**src/rtl/muldiv_pkg.sv**
```systemverilog
// Shared encodings for the iterative multiply/divide unit.
// Also holds the operand magnitude helper.
package muldiv_pkg;

  typedef enum logic [1:0] {
    OP_MULT  = 2'b00,
    OP_MULTU = 2'b01,
    OP_DIV   = 2'b10,
    OP_DIVU  = 2'b11
  } op_t;

  typedef enum logic [1:0] {
    ST_IDLE = 2'b00,
    ST_CALC = 2'b01,
    ST_FIX  = 2'b10
  } state_t;

  localparam int ITER_COUNT = 32;
  localparam logic [4:0] LAST_ITER = 5'(ITER_COUNT - 1);

  // Magnitude of a value when treated as signed; raw value otherwise.
  function automatic logic [31:0] abs32(input logic [31:0] v, input logic is_signed);
    if (is_signed && v[31]) begin
      return 32'd0 - v;
    end else begin
      return v;
    end
  endfunction

endpackage

```
**src/rtl/muldiv_step.sv**
```systemverilog
// One iteration of the unsigned datapath: shift-add for multiply,
// restoring shift-subtract for divide. acc holds the partial product / remainder.
module muldiv_step (
  input  logic        is_div,
  input  logic [32:0] acc,
  input  logic [31:0] mq,
  input  logic [31:0] opb,
  output logic [32:0] acc_next,
  output logic [31:0] mq_next
);

  logic [32:0] sum;
  logic [32:0] shifted;
  logic [32:0] diff;
  logic        ge;

  // Single-iteration combinational step shared by both operation kinds.
  always_comb begin
    sum      = 33'd0;
    shifted  = 33'd0;
    diff     = 33'd0;
    ge       = 1'b0;
    acc_next = 33'd0;
    mq_next  = 32'd0;
    if (is_div) begin
      shifted = {acc[31:0], mq[31]};
      ge      = (shifted >= {1'b0, opb});
      diff    = shifted - {1'b0, opb};
      if (ge) begin
        acc_next = diff;
      end else begin
        acc_next = shifted;
      end
      mq_next = {mq[30:0], ge};
    end else begin
      // acc[32] stays zero between steps, so the 33-bit sum cannot overflow.
      if (mq[0]) begin
        sum = acc + {1'b0, opb};
      end else begin
        sum = acc;
      end
      acc_next = {1'b0, sum[32:1]};
      mq_next  = {sum[0], mq[31:1]};
    end
  end

endmodule

```
**src/rtl/muldiv_unit.sv**
```systemverilog
// Iterative 32-bit MULT/MULTU/DIV/DIVU unit with HI/LO result registers.
// Fixed 33-cycle latency: 32 unsigned steps plus one sign-fix cycle.
module muldiv_unit
  import muldiv_pkg::*;
(
  input  logic        clk,
  input  logic        rst_n,
  input  logic        start,
  input  logic [1:0]  op,
  input  logic [31:0] A,
  input  logic [31:0] B,
  input  logic        hi_we,
  input  logic        lo_we,
  input  logic [31:0] wdata,
  output logic        busy,
  output logic        done,
  output logic        div_by_zero,
  output logic [31:0] hi,
  output logic [31:0] lo
);

  state_t      state;
  logic        is_div;
  logic        sign_a;
  logic        sign_b;
  logic        dz;
  logic [4:0]  cnt;
  logic [31:0] opb;
  logic [32:0] acc;
  logic [31:0] mq;

  logic [32:0] acc_next;
  logic [31:0] mq_next;
  logic        op_signed;
  logic        op_is_div;
  logic [63:0] prod_fix;
  logic [31:0] quot_fix;
  logic [31:0] rem_fix;

  muldiv_step u_step (
    .is_div   (is_div),
    .acc      (acc),
    .mq       (mq),
    .opb      (opb),
    .acc_next (acc_next),
    .mq_next  (mq_next)
  );

  assign busy = (state != ST_IDLE);

  // Decode the incoming op and build sign-corrected results.
  always_comb begin
    op_signed = (op == OP_MULT) || (op == OP_DIV);
    op_is_div = (op == OP_DIV) || (op == OP_DIVU);
    if (sign_a ^ sign_b) begin
      prod_fix = 64'd0 - {acc[31:0], mq};
      quot_fix = 32'd0 - mq;
    end else begin
      prod_fix = {acc[31:0], mq};
      quot_fix = mq;
    end
    if (sign_a) begin
      rem_fix = 32'd0 - acc[31:0];
    end else begin
      rem_fix = acc[31:0];
    end
  end

  // Control FSM, iteration counter, operand latches and HI/LO registers.
  always_ff @(posedge clk or negedge rst_n) begin
    if (!rst_n) begin
      state       <= ST_IDLE;
      is_div      <= 1'b0;
      sign_a      <= 1'b0;
      sign_b      <= 1'b0;
      dz          <= 1'b0;
      cnt         <= 5'd0;
      opb         <= 32'd0;
      acc         <= 33'd0;
      mq          <= 32'd0;
      done        <= 1'b0;
      div_by_zero <= 1'b0;
      hi          <= 32'd0;
      lo          <= 32'd0;
    end else begin
      done        <= 1'b0;
      div_by_zero <= 1'b0;
      case (state)
        ST_IDLE: begin
          if (hi_we) begin
            hi <= wdata;
          end
          if (lo_we) begin
            lo <= wdata;
          end
          if (start) begin
            is_div <= op_is_div;
            sign_a <= op_signed & A[31];
            sign_b <= op_signed & B[31];
            dz     <= op_is_div & (B == 32'd0);
            opb    <= abs32(B, op_signed);
            mq     <= abs32(A, op_signed);
            acc    <= 33'd0;
            cnt    <= 5'd0;
            state  <= ST_CALC;
          end
        end
        ST_CALC: begin
          acc <= acc_next;
          mq  <= mq_next;
          if (cnt == LAST_ITER) begin
            cnt   <= 5'd0;
            state <= ST_FIX;
          end else begin
            cnt <= cnt + 5'd1;
          end
        end
        ST_FIX: begin
          done        <= 1'b1;
          div_by_zero <= dz;
          // A zero divisor leaves HI/LO exactly as they were.
          if (is_div) begin
            if (!dz) begin
              hi <= rem_fix;
              lo <= quot_fix;
            end
          end else begin
            hi <= prod_fix[63:32];
            lo <= prod_fix[31:0];
          end
          state <= ST_IDLE;
        end
        default: begin
          state <= ST_IDLE;
        end
      endcase
    end
  end

endmodule

```
**config.mk**
```make
export PLATFORM = sky130hd
export DESIGN_NAME = muldiv_unit
export DESIGN_NICKNAME = d
export VERILOG_FILES = /design/src/rtl/muldiv_pkg.sv /design/src/rtl/muldiv_step.sv /design/src/rtl/muldiv_unit.sv
export SDC_FILE = /design/constraint.sdc
export NUM_CORES = 1
export LEC_CHECK = 0
export ABC_CLOCK_PERIOD_IN_PS = 4800
export CAP_MARGIN = 20
export CORE_MARGIN = 10
export CORE_UTILIZATION = 52
export DETAILED_ROUTE_END_ITERATION = 10
export PLACE_DENSITY = 0.79
export SETUP_SLACK_MARGIN = 0.5
export SLEW_MARGIN = 20
export SYNTH_ARGS = -nofsm -noshare
export SYNTH_HDL_FRONTEND = slang
export SYNTH_SLANG_ARGS = --single-unit
```
**constraint.sdc**
```tcl
create_clock -name clk -period 4.8 [get_ports clk]
set_clock_uncertainty 0.1 [all_clocks]
set_input_delay 0.72 -clock clk [delete_from_list [all_inputs] [get_ports clk]]
set_output_delay 0.72 -clock clk [all_outputs]
set_load 0.01 [all_outputs]
```
After elaboration in Yosys (flattened, before gate mapping)
Index checks and enable logic that the tools add are counted.

Bits in registers: 174. Input port bits: 103. Output and inout port bits: 67. Logic and storage cells: 80.

Add/sub/neg operators: 8. $lt $le $gt $ge: 1. Equal/unequal tests: 10. Mux-type cells: 29. Bitwise operators: 4. Reductions and logical operators: 15.

Operators with widths (count): 2-to-1 mux 32 bit (12); case mux 32 bit (2 select lines) (3); 2-to-1 mux 33 bit (4); subtractor 1 x 32 -> 32 bit (first input constant) (4); case mux 33 bit (2 select lines) (1); 2-to-1 mux 64 bit (1); subtractor 1 x 64 -> 64 bit (first input constant) (1); adder 33 x 32 -> 33 bit (1); greater-or-equal comparator 33 x 32 -> 1 bit (1); subtractor 33 x 32 -> 33 bit (1); zero test 32 bit (1); 2-to-1 mux 5 bit (2); case mux 5 bit (2 select lines) (1); != test 2 bit (second input constant) (4); equality test 2 bit (second input constant) (3); AND reduction 2 bit (3); AND reduction 3 bit (2); nonzero test 2 bit (3); adder 5 x 1 -> 5 bit (second input constant) (1); equality test 5 bit (second input constant) (1); zero test 2 bit (2); 2-to-1 mux 2 bit (2); case mux 2 bit (2 select lines) (1); AND 1 bit (3); other kinds (6) (9).

Logic depth before layout (Yosys ltp)
Depth after elaboration: 6. Depth in mapped cells: 14. Gate-level depth less buffers: 13.

Modules after synthesis
Synthesis repeated with hierarchy kept, for this count alone.

Cell total of the unflattened synthesis: 1945. Area total of the unflattened synthesis: 15263.4 µm².

Modules (own cells, without submodules): muldiv_unit (times used 1, cells an instance 1243, area an instance 10352.4 µm², sequential area each 4354.2 µm²); muldiv_step (times used 1, cells an instance 702, area an instance 4911.0 µm², sequential area each 0.0 µm²).

Least setup slack after synthesis
No wires, ideal clock.

Kind: flip-flop to flip-flop. Start: register acc[1]. End: register acc[31]. Setup time: 0.122 ns. Data arrival time: 2.920 ns. Slack: 1.659 ns. Cell stages (with the launch flop): 13. Clock period less this slack: 3.141 ns. Path through: dfrtp_1 clkbuf_1 inv_1 fa_1 nor2b_1 o2111ai_1 nand3_1 a21oi_1 a311o_1 and3_1 o31ai_1 or3b_1 a32o_1.

Longest elaborated chain between the ends: 4.

RTL lines: start: declaration (line muldiv_unit.sv:29) `logic [32:0] acc;`; start signal: assignment (line muldiv_unit.sv:109) `acc <= acc_next;`; adder 33 x 32 -> 33 bit (tied with other cells) (line muldiv_step.sv:38) `sum = acc + {1'b0, opb};`; 2-to-1 mux 33 bit (on tied branches) (line muldiv_step.sv:37, muldiv_step.sv:29); 2-to-1 mux 33 bit (*) (line muldiv_step.sv:25) `if (is_div) begin`; case mux 33 bit (2 select lines) (*) (line muldiv_unit.sv:88) `case (state)`.

Mark *: on every way between the ends. The rest lies on a longest branch, timed or not. A chain may end at the register's enable or synchronous reset.

Worst setup path in the final report
Start: register acc[0]. End: register acc[25].

Same word-level chain as after synthesis.

==> flow_metrics.tcl <==
set metrics [dict create \
    gr-usage-all-layers_pct 27.5 \
    post-place-ws_ns 1.02 \
    min_period_ns 3.87 \
    io_buffers 169 \
    hpwl_um 38500 \
    postCtsHoldBufs 0 \
    clk_pin_slew_ns 0.08 \
    leakagePower_nw 7.26 \
    synth-seq-cells 174 \
    placed_cells 2344 \
    fin_setup_tns_ns 0 \
    ant_nets 0 \
    drive_above_1_share_pct 4.80 \
    power_density_mw_per_mm2 850 \
    grt_max_degree 90 \
    yosys-top-cells-count "nand2_1 (206), nor2_1 (175), dfrtp_1 (174), a21oi_1 (165), o21ai_0 (158)" \
    syn_nets 2059 \
    synth.area.top_cells "dfrtp_1 (29%), ha_1 (5.9%), xnor2_1 (5.8%)" \
    clock.fmax_mhz 259 \
    synth_most_common_cell "nand2_1" \
    holdWs_ns 0.254 \
    synth-main-ff-cell "dfrtp_1" \
    syn_to_final_growth_pct 17.6 \
    core_mm2 0.0279 \
    critPathCaptureType "flop" \
    cts_resized 0 \
    status "finished clean" \
    finalMaxSlewViolations 0 \
    hold_violations 0 \
    finalSetupViolCount 0 \
    crit_required_ns 4.99 \
    h-tree-depth 4 \
    insertion_delay_ns 0.45 \
    synthesis.instances 1884 \
    rows 61 \
    fin_cells 2376 \
    finalCritPeriodShare_pct 80.5 \
    post_drt_wl_per_cell_um 21.3 \
    cts.path.max_buffers 2 \
    synth_area_mm2 0.0148 \
    synth_top_cell_area_share_pct 29.4 \
    cts_root_buffer "clkbuf_16" \
    fin_ws_ns 0.935 \
    wl_um 50600 \
    clock_sinks 174 \
    synth_edf_count 0 \
    path_cells "ha_1, inv_1, fa_1, nor2b_1, o2111ai_1, nand3_1, a21oi_1, o21ai_0, a31oi_1, mux2i_1, o31ai_1, a31oi_1" \
    seq_area_frac_synth_pct 29.4 \
    maxCapViolCount 0 \
    critPathKind "flop to flop" \
    remaining_drc_errors 0 \
    die_area_mm2 0.0357 \
    drtIter0Drc 1617 \
    vias_per_cell 6.26 \
    crit_slowest_cell "o21ai_0" \
    cp.arrival_ns 4.05 \
    startpoint_type "flop" \
    globalplace.congestion 0.972 \
    hold_path.class "input port to asynchronous set/reset pin" \
    crit_path_max_fanout 9 \
    yosys.area.top_type "dfrtp_1" \
    ys_warn_count 0 \
    die_y_um 189 \
    grt-ovfl-total 0 \
    die_w_um 189 \
    diodes 0 \
    crit_top_cell "a31oi_1" \
    start_util_pct 53.1 \
    cts_tree "yes" \
    slew-limit-headroom_pct 29.1 \
    ios 170 \
    grt_pass1_vias 14130 \
    rsz0062_at_grt "no" \
    critPathMaxStageDelay_ns 0.58 \
    avgSynthCellArea_um2 7.87 \
    cts_buffers 17 \
    finish.utilization_pct 62.4 \
    vias 14878 \
    worst_slew_pin_slew_ns 1.06 \
    grt_pass1_wl_um 79700 \
    antenna_found_initial 0 \
    post_cts_buffers 0 \
    ys_types 77 \
    drt_pass1_iterations 6 \
    async_flop_share_pct 100 \
    ir_worst_vdd_mv 0.369 \
    layout.nets 2160 \
]
-- sequential cells by signal, summed over array words and instances, names as in the netlist --
register and cells:
sign_a 1, dz 1, acc 33, is_div 1
opb 32, hi 32, div_by_zero 1, state 2
cnt 5, lo 32, done 1, sign_b 1
mq 32
-- through the flow --
stage	total power, mW	instance area, um2
floorplan	9.99	14800
global placement	12.8	16800
detailed placement	13.0	16800
CTS	14.6	17400
global route	15.9	17400
finish	14.8	17400
-- power by group --
part / internal [mW] / switching, mW / total (mW) / leakage (nW)
clock network: 0.757 / 0.754 / 1.51 / 0.299
logic: 4.22 / 5.78 / 10.0 / 4.84
registers: 2.18 / 1.11 / 3.29 / 2.12
total: 7.16 / 7.64 / 14.8 / 7.26
-- cell families after synthesis --
family	count (synthesis)	share of synthesized area (%)
AOI/OAI and AO/OA	599	25.4
and+or+nand+nor	624	19.9
muxes	69	4.67
DFF	174	29.4
xor gates and xnor gates	164	9.69
adders and majority gates	72	6.18
buffers and inverters	182	4.69
-- cell usage in the layout (no fill, tap or decap), drive strengths merged, types with 6 or more instances in the layout --
cell type and count:
dfrtp 174, nor2 175, a21oi 165, a221oi 13, o21ai 166, o31ai 43
and3 17, o21bai 10, xnor2 98, nor3 39, buf 32, nor4 17
a21o 27, clkbuf 17, or4 12, o41ai 9, xor2 66, inv 72
a31oi 47, ha 70, nand2 207, nand3 40, clkdlybuf4s50 168, o21a 6
nand3b 7, nor2b 20, o211ai 28, and2 19, mux2i 68, a211oi 20
nand2b 18, or3 13, nand4 17, o221ai 13
-- layout make-up --
type                            count  area [um2]
Timing Repair Buffer              200        1940
Clock buffer                       17         425
Fill cell                        2514       10500
Inverter                           64         240
Tap cell                          378         473
Multi-Input combinational cell   1528        9800
Clock inverter                     15         194
Sequential cell                   174        4360
-- final timing paths --
path                                          from                  end  slack, ns  cells past startpoint
worst min-delay path                         rst_n       done$_DFF_PN0_       0.25                      1
worst max register to register  acc[0]$_DFFE_PN0P_  acc[25]$_DFFE_PN0P_       0.93                     12
max in group asynchronous                    rst_n    mq[2]$_DFFE_PN0P_       3.47                      2
worst max-delay path            acc[0]$_DFFE_PN0P_  acc[25]$_DFFE_PN0P_       0.93                     12
min in group clk                 lo[9]$_DFFE_PN0P_    lo[9]$_DFFE_PN0P_       0.38                      2
worst min register to register   lo[9]$_DFFE_PN0P_    lo[9]$_DFFE_PN0P_       0.38                      2
-- routing by layer --
metal / vias up / wire [um] / global-route usage (%)
met2: 732 / 21800 / 41.1
met5: - / 0 / 0
met1: 7019 / 22300 / 38.3
met4: 0 / 1470 / 9.19
li1: 7043 / - / -
met3: 84 / 5110 / 6.15
-- worst max-delay path, delay by kind of cell, from the launching register on --
kind | cells | cell delay, ns
buffers and inverters | 1 | 0.06
muxes | 1 | 0.17
and+or+nand+nor | 2 | 0.39
AOI/OAI and AO/OA | 6 | 1.80
DFF | 1 | 0.57
adders and majority gates | 2 | 0.61
Power figures use the tool's default switching activity.
